File: src/rtl/uart_rx_monitor.sv
`default_nettype none
// ============================================================================
// uart_rx_monitor : 8N1 UART receiver feeding a byte FIFO with valid/ready out.
// Define TB_UART_MON_PARITY_EN for 8E1 frames and a parity_err pulse. Rev 1.0
// ============================================================================
module uart_rx_monitor #(
    parameter int CLKS_PER_BIT    = 434,
    parameter int FIFO_DEPTH_LOG2 = 3
) (
    input  logic        wb_clk_o,
    input  logic        async_rst,
    input  logic        rx_line,
    output logic [7:0]  rx_data,
    output logic        rx_valid,
    input  logic        rx_ready,
    output logic        frame_err,
`ifdef TB_UART_MON_PARITY_EN
    output logic        parity_err,
`endif
    output logic        overflow,
    output logic [15:0] byte_count
);

    localparam int                       DEPTH      = 1 << FIFO_DEPTH_LOG2;
    localparam logic [15:0]              BIT_LOAD   = 16'(CLKS_PER_BIT - 1);
    localparam logic [15:0]              HALF_LOAD  = 16'(CLKS_PER_BIT / 2 - 1);
    localparam logic [FIFO_DEPTH_LOG2:0] FULL_COUNT = (FIFO_DEPTH_LOG2 + 1)'(DEPTH);
    localparam logic [FIFO_DEPTH_LOG2:0] COUNT_ONE  = (FIFO_DEPTH_LOG2 + 1)'(1);
    localparam logic [FIFO_DEPTH_LOG2-1:0] PTR_ONE  = FIFO_DEPTH_LOG2'(1);

    typedef enum logic [2:0] {
        IDLE      = 3'd0,
        START     = 3'd1,
        DATA      = 3'd2,
        PARITY    = 3'd3,
        STOP      = 3'd4,
        WAIT_IDLE = 3'd5
    } state_t;

    logic        sync1, rx_s;
    state_t      state, state_nx;
    logic [15:0] cnt, cnt_nx;
    logic [2:0]  bit_idx, idx_nx;
    logic [7:0]  shift, shift_nx;
    logic        cnt_zero;
    logic        stop_sample;
    logic        parity_ok;
    logic        push;

    logic [7:0]                 mem [DEPTH];
    logic [FIFO_DEPTH_LOG2-1:0] wr_ptr, rd_ptr;
    logic [FIFO_DEPTH_LOG2:0]   count;
    logic                       full, pop, push_ok;

    always_ff @(posedge wb_clk_o or posedge async_rst) begin
        if (async_rst) begin
            sync1 <= 1'b1;
            rx_s  <= 1'b1;
        end else begin
            sync1 <= rx_line;
            rx_s  <= sync1;
        end
    end

    always_ff @(posedge wb_clk_o or posedge async_rst) begin
        if (async_rst) begin
            state   <= IDLE;
            cnt     <= 16'd0;
            bit_idx <= 3'd0;
            shift   <= 8'h00;
        end else begin
            state   <= state_nx;
            cnt     <= cnt_nx;
            bit_idx <= idx_nx;
            shift   <= shift_nx;
        end
    end

    assign cnt_zero = (cnt == 16'd0);

    // Start sample lands mid-bit; every later sample is one full bit apart.
    always_comb begin
        state_nx    = state;
        cnt_nx      = cnt;
        idx_nx      = bit_idx;
        shift_nx    = shift;
        stop_sample = 1'b0;
        case (state)
            IDLE: begin
                if (!rx_s) begin
                    state_nx = START;
                    cnt_nx   = HALF_LOAD;
                end
            end
            START: begin
                if (cnt_zero) begin
                    if (!rx_s) begin
                        state_nx = DATA;
                        cnt_nx   = BIT_LOAD;
                        idx_nx   = 3'd0;
                    end else begin
                        state_nx = IDLE;
                    end
                end else begin
                    cnt_nx = cnt - 16'd1;
                end
            end
            DATA: begin
                if (cnt_zero) begin
                    shift_nx[bit_idx] = rx_s;
                    cnt_nx            = BIT_LOAD;
                    idx_nx            = bit_idx + 3'd1;
                    if (bit_idx == 3'd7) begin
`ifdef TB_UART_MON_PARITY_EN
                        state_nx = PARITY;
`else
                        state_nx = STOP;
`endif
                    end
                end else begin
                    cnt_nx = cnt - 16'd1;
                end
            end
`ifdef TB_UART_MON_PARITY_EN
            PARITY: begin
                if (cnt_zero) begin
                    cnt_nx   = BIT_LOAD;
                    state_nx = STOP;
                end else begin
                    cnt_nx = cnt - 16'd1;
                end
            end
`endif
            STOP: begin
                if (cnt_zero) begin
                    stop_sample = 1'b1;
                    state_nx    = WAIT_IDLE;
                end else begin
                    cnt_nx = cnt - 16'd1;
                end
            end
            WAIT_IDLE: begin
                if (rx_s) begin
                    state_nx = IDLE;
                end
            end
            default: state_nx = IDLE;
        endcase
    end

`ifdef TB_UART_MON_PARITY_EN
    logic par_bit;

    always_ff @(posedge wb_clk_o or posedge async_rst) begin
        if (async_rst) begin
            par_bit <= 1'b0;
        end else if (state == PARITY && cnt_zero) begin
            par_bit <= rx_s;
        end
    end

    assign parity_ok  = ~(^{shift, par_bit});
    assign parity_err = stop_sample & ~parity_ok;
`else
    assign parity_ok  = 1'b1;
`endif

    assign frame_err = stop_sample & ~rx_s;
    assign push      = stop_sample & rx_s & parity_ok;

    assign rx_valid = (count != '0);
    assign full     = (count == FULL_COUNT);
    assign pop      = rx_valid & rx_ready;
    // A pop in the same cycle frees the slot, so a full FIFO still accepts.
    assign push_ok  = push & (~full | pop);
    assign rx_data  = rx_valid ? mem[rd_ptr] : 8'h00;

    always_ff @(posedge wb_clk_o or posedge async_rst) begin
        if (async_rst) begin
            wr_ptr     <= '0;
            rd_ptr     <= '0;
            count      <= '0;
            overflow   <= 1'b0;
            byte_count <= 16'd0;
        end else begin
            if (push_ok) begin
                wr_ptr     <= wr_ptr + PTR_ONE;
                byte_count <= byte_count + 16'd1;
            end
            if (pop) begin
                rd_ptr <= rd_ptr + PTR_ONE;
            end
            case ({push_ok, pop})
                2'b10:   count <= count + COUNT_ONE;
                2'b01:   count <= count - COUNT_ONE;
                default: count <= count;
            endcase
            if (push & full & ~pop) begin
                overflow <= 1'b1;
            end
        end
    end

    always_ff @(posedge wb_clk_o) begin
        if (push_ok) begin
            mem[wr_ptr] <= shift;
        end
    end

endmodule
`default_nettype wire

File: config.mk
export PLATFORM = sky130hd
export DESIGN_NAME = uart_rx_monitor
export DESIGN_NICKNAME = d
export VERILOG_FILES = /design/src/rtl/uart_rx_monitor.sv
export SDC_FILE = /design/constraint.sdc
export NUM_CORES = 1
export LEC_CHECK = 0
export CELL_PAD_IN_SITES_DETAIL_PLACEMENT = 0
export CELL_PAD_IN_SITES_GLOBAL_PLACEMENT = 1
export CORE_ASPECT_RATIO = 0.6
export CORE_UTILIZATION = 41
export CTS_BUF_LIST = sky130_fd_sc_hd__clkbuf_16
export DETAILED_ROUTE_END_ITERATION = 8
export PLACE_DENSITY_LB_ADDON = 0.1
export SLEW_MARGIN = 20
export SYNTH_ARGS = -nofsm -noshare
export SYNTH_HDL_FRONTEND = slang
export SYNTH_SLANG_ARGS = --single-unit
File: constraint.sdc
create_clock -name wb_clk_o -period 4 [get_ports wb_clk_o]
set_clock_uncertainty 0.1 [all_clocks]
set_input_delay 0.6 -clock wb_clk_o [delete_from_list [all_inputs] [get_ports wb_clk_o]]
set_output_delay 0.6 -clock wb_clk_o [all_outputs]
set_load 0.01 [all_outputs]
==> metrics.md <==
| Metric | Value |
|---|---|
| Status | complete, no violations |
| Proportion of power drawn by flip-flops and latches | 48.0% |
| Most common library cells after synthesis | 64 x sky130_fd_sc_hd__edfxtp_1, 57 x sky130_fd_sc_hd__dfrtp_1, 45 x sky130_fd_sc_hd__nor2_1 |
| CTS clock-pin slew for the worst setup and hold paths | 0.06 ns |
| ANT nets after route | 0 |
| Number of filler cells placed in the layout | 1126 |
| Number of distinct library cells after synthesis | 58 |
| Area of combinational cells with multiple inputs | 0.00211 mm² |
| CTS buffer count | 17 |
| Share of the synthesized area in the top cell type | 34.2% |
| Internal Power | 2.18 mW |
| Highest clock rate | 0.292 GHz |
| Layout Nets | 482 |
| Site Rows | 32 |
| Arrival time at the worst endpoint | 2.72 ns |
| Worst path buffer plus inverter count | 3 |
| Number of flip-flops and latches in the synthesized netlist | 123 |
| Layout cell share with drive strength beyond 1 | 19.5% |
| Area added between synthesis and finish | 19.5% |
| Hold Crit Endpoint | rx_s$_DFF_PP1_ |
| Setup total negative slack | 0 ns |
| Maximum fanout encountered on the critical timing path | 6 |
| Detail Placement HPWL | 8310 µm |
| Final routed DRC violation total | 0 |
| Portion of total power attributed to combinational logic | 0.7% |
| Hold_buf cts | 0 |
| Final setup fails | 0 |
| Number of vias after detailed routing | 3467 |
| Global Route Usage Sum | 18.8% |
| Pin count of the biggest net entering global routing | 32 |
| Fin. Hold Viols | 0 |
| Classification of the worst setup path | reg2out |
| Reg-to-reg setup timing slack | 0.84 ns |
| Post-synth net total | 436 |
| TritonCTS clock tree | yes |
| Leak Pwr | 2.76 nW |
| PortBufs | 30 |
| Nature of the critical path startpoint | flip-flop |
| Setup WS post-layout | 0.576 ns |
| Pins Over Slew Limit | 0 |
| Critical path launch point | cnt[0]$_DFFE_PP0P_ |
| Core region area | 0.0131 mm² |
| Most frequently used cell type in the post-synthesis netlist | sky130_fd_sc_hd__edfxtp_1 |
| Clock Sinks | 123 |
| Max capacitance violation total | 0 |
| Number of ports placed on the die boundary | 31 |
| Number of cell instances on the worst register-to-register path | 14 |
| Number of global-route vias before repair | 3411 |
| Req. time, crit path | 3.30 ns |
| CTS root buf | sky130_fd_sc_hd__clkbuf_16 |
| Initial Util | 42.9% |
| Number of design-rule violations left by the first detailed-router iteration | 251 |
| Worst IR Drop VDD | 0.278 mV |
| Antenna diode count | 0 |
| Final Cycle Share | 85.6% |
| Wire length of the first global-routing pass | 19800 µm |
| Number of enable flip-flop cells after synthesis | 64 |
| Cell area after synthesis | 0.00561 mm² |
| Critical path's top delay family | simple AND/OR/NAND/NOR gates |
| Routed Wire Length | 12100 µm |
| Area of the die | 0.0142 mm² |
| Number of search-and-repair iterations in the first detailed-routing pass | 4 |
| Gate count of the mapped netlist | 423 |
| Final weighted congestion in routability-driven placement | 0.825 |
| DP Worst Slack | 0.825 ns |
| Gates resized, CTS repair | 0 |
| Switching fraction of total power | 21.2% |
| Initial antenna violation count | 0 |
| Cell chain of the critical path | inv_1 > ha_1 > nor3b_2 > nand2_1 > nor4b_2 > buf_4 > nand2_1 > nor2_1 > clkdlybuf4s50_1 |
| Critical Path Most Common Cell | sky130_fd_sc_hd__nand2_1 |
| Setup repair after global routing missed its margin | false |
| DIE HEIGHT | 92.6 µm |
| Share of total power in the clock network | 51.3% |
| Beginning of the worst register-to-register path | cnt[0]$_DFFE_PP0P_ |
| Power density normalized to cell area | 412 mW/mm² |
| Net switching power figure | 0.588 mW |
| Worst Hold Path Cells | 0 |
| Vias per cell | 5.33 |
| Library cell contributing the largest single delay on the critical path | sky130_fd_sc_hd__clkdlybuf4s50_1 |
| Proportion of synthesized flip-flops having asynchronous set or reset | 48.0% |
| Cell types occupying the most area after synthesis | sky130_fd_sc_hd__edfxtp_1 34%, sky130_fd_sc_hd__dfrtp_1 25%, sky130_fd_sc_hd__mux4_2 6.4% |
| Sequential share of the synthesized area | 60.6% |
| Clock period minus final worst setup slack | 3.42 ns |
| Worst hold path startpoint | sync1$_DFF_PP1_ |
| Cell taking the most area after synthesis | sky130_fd_sc_hd__edfxtp_1 |
| Remaining global-route overflow | 0 |
| Sequential cell area | 0.00340 mm² |
| Commonest register cell after synthesis | sky130_fd_sc_hd__edfxtp_1 |
| Maximum number of buffers from clock root to sink | 2 |
| Type of the most critical hold path | reg2reg |
| Max-slew headroom at the worst pin | 44.8% |
| Clock insertion delay at the later pin of the skew report | 0.40 ns |
| Die W | 153 µm |
| Largest stage delay on the critical path | 0.56 ns |
| Number of warnings issued by yosys | 0 |
| Endpoint of the lowest-slack register-to-register path | count[2]$_DFFE_PP0P_ |
| Avg Synthesized Cell Area | 13.3 µm² |
| Worst-Margin Slew | 0.828 ns |
| Average wire per cell in the routed design | 18.6 µm |
| Number of buffers inserted by post-CTS setup repair | 0 |
| CTS HTree Levels | 4 |
| Crit end category | output pin |
==> cell families after synthesis <==
logic type      count (synthesis)  synth area share (%)
compound gates                 52                  5.66
xor+xnor                       34                  5.30
fa+ha+maj                       9                  2.01
buf+inv                        25                  1.92
flops                         123                  60.6
mux                            36                  10.3
simple gates                  144                  14.3
==> per-stage QoR <==
stage / util, % / instances / hold WS (ns) / cell area (µm²) / total power [mW]
final: 51.3 / 651 / 0.261 / 6710 / 2.77
after global routing: 51.3 / 651 / 0.269 / 6710 / 2.86
after CTS: 51.3 / 651 / 0.262 / 6710 / 2.79
after detailed placement: 47.1 / 620 / 0.253 / 6160 / 1.37
after global placement: 47.1 / 620 / 0.246 / 6160 / 1.37
after floorplan: - / 423 / 0.245 / 5610 / 1.36
==> flip-flops by register name, summed over array words and instances, names as in the netlist <==
signal	flops
cnt	16
bit_idx	3
wr_ptr	3
state	3
mem	64
rd_ptr	3
rx_s	1
byte_count	16
overflow	1
count	4
shift	8
sync1	1
==> cell usage in the layout (no fill, tap or decap), types with 9 or more instances in the layout <==
master | Yosys | routed
sky130_fd_sc_hd__ha_1 | 9 | 9
sky130_fd_sc_hd__xor2_1 | 21 | 21
sky130_fd_sc_hd__dfrtp_1 | 57 | 57
sky130_fd_sc_hd__a21oi_1 | 16 | 16
sky130_fd_sc_hd__edfxtp_1 | 64 | 64
sky130_fd_sc_hd__o21ai_0 | 14 | 14
sky130_fd_sc_hd__clkbuf_16 | 0 | 17
sky130_fd_sc_hd__nand2_1 | 35 | 35
sky130_fd_sc_hd__mux4_2 | 16 | 16
sky130_fd_sc_hd__buf_4 | 0 | 14
sky130_fd_sc_hd__xnor2_1 | 13 | 13
sky130_fd_sc_hd__nor2_1 | 45 | 45
sky130_fd_sc_hd__clkdlybuf4s50_1 | 0 | 30
==> routing by layer <==
metal	track usage (%)	wire length (µm)	up-vias
met2	25.0	4930	80
li1	-	-	1651
met3	4.54	795	2
met1	29.7	6320	1734
met4	5.47	36	0
met5	0	0	-
==> layout make-up <==
| class | count | area share, % |
|---|---|---|
| Inverter | 8 | 0.447 |
| Multi-Input combinational cell | 275 | 31.5 |
| Timing Repair Buffer | 44 | 6.04 |
| Clock inverter | 14 | 1.86 |
| Tap cell | 170 | 3.17 |
| Sequential cell | 123 | 50.7 |
| Clock buffer | 17 | 6.34 |
==> worst max path at each step <==
stage | slack, ns | endpoint | cells after the start
after floorplan | 0.99 | mem[2][0]$_DFFE_PP_ | 7
after global placement | 0.86 | count[2]$_DFFE_PP0P_ | 12
after detailed placement | 0.83 | count[2]$_DFFE_PP0P_ | 12
after CTS | 0.57 | frame_err | 9
after global routing | 0.39 | frame_err | 9
final | 0.58 | frame_err | 9
==> power by group through the flow <==
stage          Clock (mW)  Combinational, mW  Sequential (mW)
3_3_place_gp            0             0.0211             1.35
5_1_grt              1.51             0.0239             1.33
4_1_cts              1.44             0.0213             1.33
3_5_place_dp            0             0.0212             1.35
2_1_floorplan           0             0.0126             1.35
6_report             1.42             0.0202             1.33
(Power assumes the default switching activity.)
